===== src/rtl/ex_muldiv_pkg.sv =====
// Shared RV32M constants: operand width, M-extension encodings and the
// iterative unit's state type, used by the decoder and the mul/div unit.
package ex_muldiv_pkg;

  localparam int WORD = 32;

  localparam logic [6:0] FUNCT7_M = 7'b0000001;

  localparam logic [2:0] F3_MUL    = 3'b000;
  localparam logic [2:0] F3_MULH   = 3'b001;
  localparam logic [2:0] F3_MULHSU = 3'b010;
  localparam logic [2:0] F3_MULHU  = 3'b011;
  localparam logic [2:0] F3_DIV    = 3'b100;
  localparam logic [2:0] F3_DIVU   = 3'b101;
  localparam logic [2:0] F3_REM    = 3'b110;
  localparam logic [2:0] F3_REMU   = 3'b111;

  typedef enum logic [1:0] {
    ST_IDLE = 2'd0,
    ST_MUL  = 2'd1,
    ST_DIV  = 2'd2,
    ST_DONE = 2'd3
  } md_state_t;

  // Two's complement of a word when neg is set, pass-through otherwise.
  function automatic logic [WORD-1:0] neg_if(input logic neg, input logic [WORD-1:0] v);
    return neg ? ((~v) + {{(WORD-1){1'b0}}, 1'b1}) : v;
  endfunction

endpackage


===== src/rtl/ex_muldiv_core.sv =====
// Shared accumulator datapath: one shift-add multiply step or one restoring
// divide step per cycle, plus the sign fix-up and result selection applied
// to the value the accumulator is about to take.
module ex_muldiv_core
  import ex_muldiv_pkg::*;
#(
  parameter int WIDTH = WORD
) (
  input  logic             clk,
  input  logic             rst_n,
  input  logic             load,
  input  logic             mul_step,
  input  logic             div_step,
  input  logic [WIDTH-1:0] op_a,
  input  logic [WIDTH-1:0] op_b,
  input  logic [2:0]       func3,
  input  logic             neg_prod,
  input  logic             neg_quo,
  input  logic             neg_rem,
  output logic [WIDTH-1:0] result_next
);

  // acc: MUL -> {partial product high, multiplier/product low}
  //      DIV -> {partial remainder, dividend/quotient}
  logic [2*WIDTH-1:0] acc;
  logic [WIDTH-1:0]   opb;
  logic [2*WIDTH-1:0] acc_next;
  logic [2*WIDTH-1:0] mul_next;
  logic [2*WIDTH-1:0] div_next;
  logic [2*WIDTH-1:0] prod_fix;
  logic [WIDTH:0]     add_sum;
  logic [WIDTH:0]     rem_shift;
  logic [WIDTH:0]     sub_diff;
  logic [WIDTH-1:0]   quo_fix;
  logic [WIDTH-1:0]   rem_fix;

  // Next accumulator value for a multiply or divide step, and the fixed-up result.
  always_comb begin
    add_sum   = {1'b0, acc[2*WIDTH-1:WIDTH]} + {1'b0, opb};
    mul_next  = acc[0] ? {add_sum, acc[WIDTH-1:1]} : {1'b0, acc[2*WIDTH-1:1]};
    // Remainder never exceeds the divisor, so shifting in one bit fits in WIDTH+1.
    rem_shift = {acc[2*WIDTH-1:WIDTH], acc[WIDTH-1]};
    sub_diff  = rem_shift - {1'b0, opb};
    if (sub_diff[WIDTH]) begin
      div_next = {rem_shift[WIDTH-1:0], acc[WIDTH-2:0], 1'b0};
    end else begin
      div_next = {sub_diff[WIDTH-1:0], acc[WIDTH-2:0], 1'b1};
    end
    if (mul_step) begin
      acc_next = mul_next;
    end else if (div_step) begin
      acc_next = div_next;
    end else begin
      acc_next = acc;
    end
    prod_fix = neg_prod ? ((~acc_next) + {{(2*WIDTH-1){1'b0}}, 1'b1}) : acc_next;
    quo_fix  = neg_if(neg_quo, acc_next[WIDTH-1:0]);
    rem_fix  = neg_if(neg_rem, acc_next[2*WIDTH-1:WIDTH]);
    case (func3)
      F3_MUL:                     result_next = prod_fix[WIDTH-1:0];
      F3_MULH, F3_MULHSU, F3_MULHU: result_next = prod_fix[2*WIDTH-1:WIDTH];
      F3_DIV, F3_DIVU:            result_next = quo_fix;
      F3_REM, F3_REMU:            result_next = rem_fix;
      default:                    result_next = {WIDTH{1'b0}};
    endcase
  end

  // Accumulator and second operand: loaded at launch, advanced on each step.
  always_ff @(posedge clk or negedge rst_n) begin
    if (!rst_n) begin
      acc <= {(2*WIDTH){1'b0}};
      opb <= {WIDTH{1'b0}};
    end else if (load) begin
      acc <= {{WIDTH{1'b0}}, op_a};
      opb <= op_b;
    end else begin
      acc <= acc_next;
    end
  end

endmodule


===== src/rtl/ex_muldiv.sv =====
// Execute-stage iterative RV32M multiply/divide unit. Stalls the front of the
// pipeline while iterating and presents the result for one cycle in DONE.
module ex_muldiv
  import ex_muldiv_pkg::*;
#(
  parameter int WIDTH = WORD
) (
  input  logic             CLK_i,
  input  logic             RSTn_i,
  input  logic             flush_i,
  input  logic             start_i,
  input  logic [2:0]       func3_i,
  input  logic [WIDTH-1:0] dataSrc1_i,
  input  logic [WIDTH-1:0] dataSrc2_i,
  input  logic [4:0]       regDest_i,
  output logic             stall_o,
  output logic             valid_o,
  output logic [WIDTH-1:0] result_o,
  output logic [4:0]       regDest_o
);

  md_state_t        state;
  logic [4:0]       cnt;
  logic [2:0]       func3_q;
  logic [4:0]       rd_q;
  logic             neg_prod_q;
  logic             neg_quo_q;
  logic             neg_rem_q;
  logic             valid_q;

  logic             launch;
  logic             s1_signed;
  logic             s2_signed;
  logic             a_neg;
  logic             b_neg;
  logic [WIDTH-1:0] a_mag;
  logic [WIDTH-1:0] b_mag;
  logic             div_zero;
  logic             div_ovf;
  logic [WIDTH-1:0] special_result;
  logic [WIDTH-1:0] result_next;

  // Launch decode: operand signedness, magnitudes and the no-iteration cases.
  always_comb begin
    launch    = (state == ST_IDLE) && start_i && !flush_i;
    s1_signed = (func3_i == F3_MULH) || (func3_i == F3_MULHSU) ||
                (func3_i == F3_DIV)  || (func3_i == F3_REM);
    s2_signed = (func3_i == F3_MULH) || (func3_i == F3_DIV) || (func3_i == F3_REM);
    a_neg     = s1_signed && dataSrc1_i[WIDTH-1];
    b_neg     = s2_signed && dataSrc2_i[WIDTH-1];
    a_mag     = neg_if(a_neg, dataSrc1_i);
    b_mag     = neg_if(b_neg, dataSrc2_i);
    div_zero  = func3_i[2] && (dataSrc2_i == {WIDTH{1'b0}});
    div_ovf   = ((func3_i == F3_DIV) || (func3_i == F3_REM)) &&
                (dataSrc1_i == {1'b1, {(WIDTH-1){1'b0}}}) &&
                (dataSrc2_i == {WIDTH{1'b1}});
    if (div_zero) begin
      special_result = func3_i[1] ? dataSrc1_i : {WIDTH{1'b1}};
    end else if (div_ovf) begin
      special_result = func3_i[1] ? {WIDTH{1'b0}} : {1'b1, {(WIDTH-1){1'b0}}};
    end else begin
      special_result = {WIDTH{1'b0}};
    end
  end

  // Stall is gated by reset and flush so neither can hold the pipeline.
  always_comb begin
    stall_o = RSTn_i && !flush_i &&
              (((state == ST_IDLE) && start_i) || (state == ST_MUL) || (state == ST_DIV));
    // A flush arriving in DONE kills the strobe before EX/MEM can capture it.
    valid_o = valid_q && !flush_i;
  end

  ex_muldiv_core #(.WIDTH(WIDTH)) u_core (
    .clk         (CLK_i),
    .rst_n       (RSTn_i),
    .load        (launch),
    .mul_step    ((state == ST_MUL) && !flush_i),
    .div_step    ((state == ST_DIV) && !flush_i),
    .op_a        (a_mag),
    .op_b        (b_mag),
    .func3       (func3_q),
    .neg_prod    (neg_prod_q),
    .neg_quo     (neg_quo_q),
    .neg_rem     (neg_rem_q),
    .result_next (result_next)
  );

  // Control FSM with iteration counter, latched op info and registered outputs.
  always_ff @(posedge CLK_i or negedge RSTn_i) begin
    if (!RSTn_i) begin
      state      <= ST_IDLE;
      cnt        <= 5'd0;
      func3_q    <= 3'd0;
      rd_q       <= 5'd0;
      neg_prod_q <= 1'b0;
      neg_quo_q  <= 1'b0;
      neg_rem_q  <= 1'b0;
      valid_q    <= 1'b0;
      result_o   <= {WIDTH{1'b0}};
      regDest_o  <= 5'd0;
    end else if (flush_i) begin
      state   <= ST_IDLE;
      valid_q <= 1'b0;
    end else begin
      case (state)
        ST_IDLE: begin
          if (start_i) begin
            func3_q    <= func3_i;
            rd_q       <= regDest_i;
            cnt        <= 5'd0;
            neg_prod_q <= a_neg ^ b_neg;
            neg_quo_q  <= a_neg ^ b_neg;
            neg_rem_q  <= a_neg;
            if (div_zero || div_ovf) begin
              state     <= ST_DONE;
              valid_q   <= 1'b1;
              result_o  <= special_result;
              regDest_o <= regDest_i;
            end else begin
              state   <= func3_i[2] ? ST_DIV : ST_MUL;
              valid_q <= 1'b0;
            end
          end else begin
            state   <= ST_IDLE;
            valid_q <= 1'b0;
          end
        end
        ST_MUL, ST_DIV: begin
          cnt <= cnt + 5'd1;
          if (cnt == 5'd31) begin
            state     <= ST_DONE;
            valid_q   <= 1'b1;
            result_o  <= result_next;
            regDest_o <= rd_q;
          end else begin
            valid_q <= 1'b0;
          end
        end
        ST_DONE: begin
          state   <= ST_IDLE;
          valid_q <= 1'b0;
        end
        default: begin
          state   <= ST_IDLE;
          valid_q <= 1'b0;
        end
      endcase
    end
  end

endmodule


===== config.mk =====
export PLATFORM = sky130hd
export DESIGN_NAME = ex_muldiv
export DESIGN_NICKNAME = d
export VERILOG_FILES = /design/src/rtl/ex_muldiv_pkg.sv /design/src/rtl/ex_muldiv_core.sv /design/src/rtl/ex_muldiv.sv
export SDC_FILE = /design/constraint.sdc
export NUM_CORES = 1
export LEC_CHECK = 0
export BUFFER_PORTS_ARGS = -buffer_cell sky130_fd_sc_hd__buf_4
export CORE_ASPECT_RATIO = 1.1
export CORE_MARGIN = 4
export CORE_UTILIZATION = 65
export CTS_CLUSTER_DIAMETER = 80
export CTS_CLUSTER_SIZE = 30
export DETAILED_ROUTE_END_ITERATION = 6
export PLACE_DENSITY_LB_ADDON = 0.08
export RECOVER_POWER = 25
export SYNTH_ARGS = -nofsm -noshare
export SYNTH_HDL_FRONTEND = slang
export SYNTH_SLANG_ARGS = --single-unit

===== constraint.sdc =====
create_clock -name CLK_i -period 9.5 [get_ports CLK_i]
set_input_delay 2.85 -clock CLK_i [delete_from_list [all_inputs] [get_ports CLK_i]]
set_output_delay 2.85 -clock CLK_i [all_outputs]
set_load 0.02 [all_outputs]

* Word-level counts from Yosys, hierarchy flattened
Cells that the tools add are included.
** Word-level totals
- Register bits after elaboration :: 151
- Input bits :: 76
- Output and inout port bits :: 39
- Logic and storage cells :: 116
** Operators by class
- Add/sub/neg operators :: 8
- Equal/unequal tests :: 21
- Muxes and demuxes :: 36
- Bitwise logic cells :: 7
- Reductions and logical operators :: 33
** Operators by type and width (count)
- $mux 64 :: 6
- $mux 32 :: 11
- $add 32x1->32 const B :: 4
- $not 32->32 :: 4
- $pmux 32 s4 :: 1
- $add 64x1->64 const B :: 1
- $eq 32x32->1 const B :: 2
- $not 64->64 :: 1
- $pmux 32 s2 :: 1
- $add 32x32->33 :: 1
- $sub 33x32->33 :: 1
- $logic_not 32->1 :: 1
- $mux 5 :: 4
- $pmux 5 s2 :: 2
- $eq 3x3->1 const B :: 6
- $logic_and 1x1->1 :: 12
- $mux 2 :: 5
- $eq 3x2->1 const B :: 3
- $logic_or 1x1->1 :: 9
- $eq 3x1->1 const B :: 2
- $pmux 2 s3 :: 1
- $reduce_and 3->1 :: 2
- $reduce_or 2->1 :: 3
- $add 5x1->5 const B :: 1
- 16 further kinds :: 21

* Logic depth before layout (Yosys ltp)
- Word-level depth :: 10
- Mapped depth :: 25
- Mapped depth without buffers :: 22

* By module
Synthesis repeated with hierarchy kept, for this count alone.
** Unflattened totals
- Cells, all modules :: 2250
- Area total of the unflattened synthesis :: 16884.9 sq um
** By module, submodules not included
- ex_muldiv_core :: instances 1, cells an instance 1709, area each 12214.2 sq um, sequential area each 2402.3 sq um
- ex_muldiv :: instances 1, cells an instance 541, area each 4670.7 sq um, sequential area each 1376.3 sq um

* Worst setup path before layout
No wires, ideal clock.
- Path kind :: input-to-output
- Start :: in flush_i
- End :: out valid_o
- Data arrival time :: 3.851 ns
- Data required time :: 6.650 ns
- Setup slack :: 2.799 ns
- Stages on the path :: 4
- Buffers on the path :: 3
- Cells stage by stage :: clkbuf_1 > buf_1 > clkbuf_1 > nor2b_1
** Between the ends
- Longest elaborated chain between the ends :: 2
** Ends and longest elaborated chain
- start: declaration :: line ex_muldiv.sv:10 : input logic flush_i,
- $logic_not 1->1 :: line ex_muldiv.sv:71 : valid_o = valid_q && !flush_i;
- $logic_and 1x1->1 :: line ex_muldiv.sv:71
- end: declaration :: line ex_muldiv.sv:17 : output logic valid_o,
No other way between the ends.

* Worst setup path in the final report
- Start :: in flush_i
- End :: reg result_o[18]
** Between the ends
- Longest elaborated chain between the ends :: 10
- Elaborated cells on any way between the ends :: 19
- Those cells by class :: 3 x add/sub; 8 x mux; 4 x bitwise; 4 x reduce/logical
** Ends and longest elaborated chain
- $logic_not 1->1 :: line ex_muldiv.sv:78, ex_muldiv.sv:79
- $logic_and 1x1->1 :: line ex_muldiv.sv:79 : .div_step ((state == ST_DIV) && !flush_i),
- $mux 64 :: line ex_muldiv_core.sv:51 : end else if (div_step) begin
- $mux 64 :: line ex_muldiv_core.sv:49 : if (mul_step) begin
- $not 64->64 / $not 32->32 (equally long branches) :: line ex_muldiv_core.sv:56, ex_muldiv_pkg.sv:27
- $add 64x1->64 / $add 32x1->32 (equally long branches) :: line ex_muldiv_core.sv:56, ex_muldiv_pkg.sv:27
- $mux 64 / $mux 32 (equally long branches) :: line ex_muldiv_core.sv:56, ex_muldiv_pkg.sv:27
- $pmux 32 s4 :: line ex_muldiv_core.sv:59 : case (func3)
- $mux 32 :: line ex_muldiv.sv:131 : if (cnt == 5'd31) begin
- $pmux 32 s2 :: line ex_muldiv.sv:106 : case (state)
- end signal: assignment :: line ex_muldiv.sv:100 : result_o <= {WIDTH{1'b0}};
- end signal: assignment :: line ex_muldiv.sv:118 : result_o <= special_result;
- end signal: assignment :: line ex_muldiv.sv:134 : result_o <= result_next;
- end: declaration :: line ex_muldiv.sv:18 : output logic [WIDTH-1:0] result_o,
Parallel ways exist; a longest one is shown, timed or not. The select of a mux whose other input is x is not followed.
A chain may end at the register's enable or synchronous reset.

==> impl_metrics.ini <==
[cells_and_area]
syn_to_final_growth_pct = 9.41
nets = 2372
antenna_cells = 0
final_cell_area_mm2 = 0.0175
layout-drive-gt1-share_pct = 10.4

[critical_path]
cp.required_ns = 9.81
crit_path_start_kind = primary input
worstPathCellList = buf_4 > nand2b_1 > nor2_1 > buf_4 > o2111ai_1 > nand2_1 > a221o_1 > inv_1 > ha_1 > a21boi_0 > o31ai_1 > nor4_2 > nand2b_1 > o41ai_1 > xor2_1 > a221oi_1 > o21ai_1
crit_buf_inv = 3
worstPathArrival_ns = 7.40
r2r-end = result_o[22]$_DFFE_PN0P_
crit_family = compound AO/OA/AOI/OAI gates
critPathSlowestCell = nand2b_1
r2r_cells = 19
path_class = primary input to flop
crit_fanout = 30
r2r_start = u_core.acc[31]$_DFF_PN0_
reg2reg_setup_slack_ns = 3.32
cp-end-kind = flop
cpPeakStageDelay_ns = 0.74

[clock_tree]
cts_sinks = 151
cts_tree = yes
clk-insertion-delay-late_ns = 0.45
cts-htree-levels = 4
post_cts_buffers = 0
path_clk_slew_ns = 0.07
root_buffer = clkbuf_16
holdBufCountCts = 0
cts-resized-gates = 0
numCtsBuffers = 17
cts.path.max_buffers = 2

[sta]
report.final.hold_viol_count = 0
drv_slew = 0
finClkSkew_ns = 0.0206
period_needed_ns = 7.09
max_slew_margin_pct = 15.8
timing.fmax_mhz = 141
fin_setup_tns_ns = 0
rsz0062_at_grt = no
setup_viol = 0
tightest_slew_ns = 1.26
post-route-period-util_pct = 74.6

[synth]
synth-edff-count = 0
syn_area_mm2 = 0.0160
yosys_register_bits = 151
syn-num-nets = 2346
synthFlopType = dfrtp_1
netlist_instances = 2193
yosysUniqueCellTypes = 102
yosysWarningCount = 0
avgSynthCellArea_um2 = 7.31
ys_seq_area_share_pct = 23.6
async_reset_ff_share_pct = 100

[placed_design]
place_area_mm2 = 0.0169
routabilityCongestion = 1.10
place_hpwl_um = 48700
port_buffers = 114

[power]
power_frac_seq_pct = 17.2
p_per_area_mw_per_mm2 = 453
power_frac_clock_pct = 9.3
pwr-share-comb_pct = 73.6
switching_share_pct = 58.1
p_leak_nw = 7.32
p_sw_mw = 4.61
cell_internal_pwr_mw = 3.33
peakVddDrop_mv = 0.195

[route]
totalWireLength_um = 64600
antenna_left = 0
drtIter0Drc = 3320
drcViolationCount = 15
via_count = 18600
wl_per_cell_um = 25.4
first_pass_iters = 7
via_per_inst = 7.33

[floorplanning]
die_w_um = 158
core-area_mm2 = 0.0244
die_h_um = 173
start_util_pct = 65.7
die_area_mm2 = 0.0273
io_pins = 115
rows = 60

[worst_hold_path]
min-delay-start = result_o[16]$_DFFE_PN0P_
min_path_type = flop to flop
holdPathStages = 2
min_to = result_o[16]$_DFFE_PN0P_

[global_route]
track_usage_pct = 45.9
grt_start_max_net_pins = 94
grt_pass1_wl_um = 98500
first_global_vias = 17500
grt_overflow = 0
antenna_found_initial = 0

[outcome]
outcome = finished, violations left
violations = design-rule violations

[job]
cap_violations = 0
-- worst max path at each step --
stage | endpoint | startpoint | cells after the start
after CTS | result_o[20]$_DFFE_PN0P_ | flush_i | 17
after detailed placement | result_o[20]$_DFFE_PN0P_ | flush_i | 17
after global routing | result_o[18]$_DFFE_PN0P_ | flush_i | 17
after global placement | result_o[20]$_DFFE_PN0P_ | flush_i | 17
after floorplan | valid_o | flush_i | 4
final | result_o[18]$_DFFE_PN0P_ | flush_i | 17
-- registers in the layout, indices dropped and copies added (netlist names) --
name / cells
state: 2
neg_rem_q: 1
rd_q: 5
result_o: 32
neg_quo_q: 1
valid_q: 1
cnt: 5
u_core.opb: 32
u_core.acc: 64
regDest_o: 5
func3_q: 3
-- through the flow --
step	hold slack [ns]	power, mW	worst slack (ns)	util (%)	cells
6_report	0.484	7.95	2.41	71.9	2541
5_1_grt	0.519	8.34	2.05	71.9	2541
4_1_cts	0.482	7.64	2.63	71.9	2541
3_5_place_dp	0.468	6.86	2.20	69.5	2510
3_3_place_gp	0.457	6.79	2.32	69.5	2510
2_1_floorplan	0.445	5.18	2.80	-	2193
-- Yosys cell counts, drive strengths merged (14+ instances only) --
cell / count / area share [%]
a21o: 20 / 0.94
nand4: 25 / 1.1
o31ai: 28 / 1.4
nand2: 271 / 6.4
o21a: 20 / 0.94
a31oi: 35 / 1.4
inv: 75 / 1.8
a21oi: 194 / 6.2
and3: 18 / 0.70
o21bai: 20 / 0.94
nor2: 225 / 5.3
xnor2: 83 / 4.5
o21ai: 233 / 7.3
and2: 14 / 0.55
a211oi: 29 / 1.5
xor2: 62 / 3.4
nor2b: 23 / 0.90
nand3: 56 / 1.8
mux2i: 20 / 1.2
buf: 26 / 0.87
nor4: 27 / 1.4
nor3: 53 / 1.8
nand2b: 27 / 1.1
o211ai: 25 / 1.2
dfrtp: 151 / 24
clkbuf: 100 / 2.4
ha: 75 / 5.9
o41ai: 19 / 1.0
o22ai: 33 / 1.3
-- worst register-to-register path: cells and delay by family, from the launching register on --
| kind | cells | cell delay (ns) |
|---|---|---|
| AOI/OAI and AO/OA | 9 | 3.11 |
| and+or+nand+nor | 5 | 1.52 |
| adders and majority gates | 3 | 0.93 |
| DFF | 1 | 0.39 |
| buffers and inverters | 2 | 0.20 |
-- layout make-up --
cell class	count	area (um^2)
Clock buffer	18	439
Sequential cell	151	3780
Inverter	75	282
Multi-Input combinational cell	1841	11500
Fill cell	1968	6850
Tap cell	310	388
Clock inverter	13	161
Timing Repair Buffer	133	1000
-- power by group through the flow --
stage                     Sequential (mW)  Combinational [mW]  Clock [mW]
after global routing                 1.37                6.21       0.754
final                                1.36                5.85       0.736
after global placement               1.33                5.47           0
after detailed placement             1.33                5.53           0
after floorplan                      1.24                3.94           0
after CTS                            1.33                5.59       0.723
-- routing by layer --
metal	vias to the layer above	global-route usage (%)	routed length (um)
met5	-	0	0
met4	0	33.0	6570
met3	463	12.1	8020
met2	1556	70.1	27800
met1	8483	55.5	22300
li1	8113	-	-
-- cells by family after synthesis --
kind of cell               Yosys count  share of synthesized area [%]
AOI/OAI and AO/OA                  790                           31.7
xor gates and xnor gates           145                           7.92
adders and majority gates           77                           6.10
buffers and inverters              201                           4.99
DFF                                151                           23.6
muxes                               24                           1.53
and+or+nand+nor                    805                           24.2
-- layout by cell type (no fill, tap or decap), drive strengths merged, types with 27 or more instances in the layout --
cell	count
a211oi	29
a21oi	194
a31oi	35
buf	133
dfrtp	151
ha	75
inv	80
nand2	271
nand2b	27
nand3	56
nor2	225
nor3	53
nor4	27
o21ai	233
o22ai	33
o31ai	28
xnor2	83
xor2	62
(Power assumes the default switching activity.)
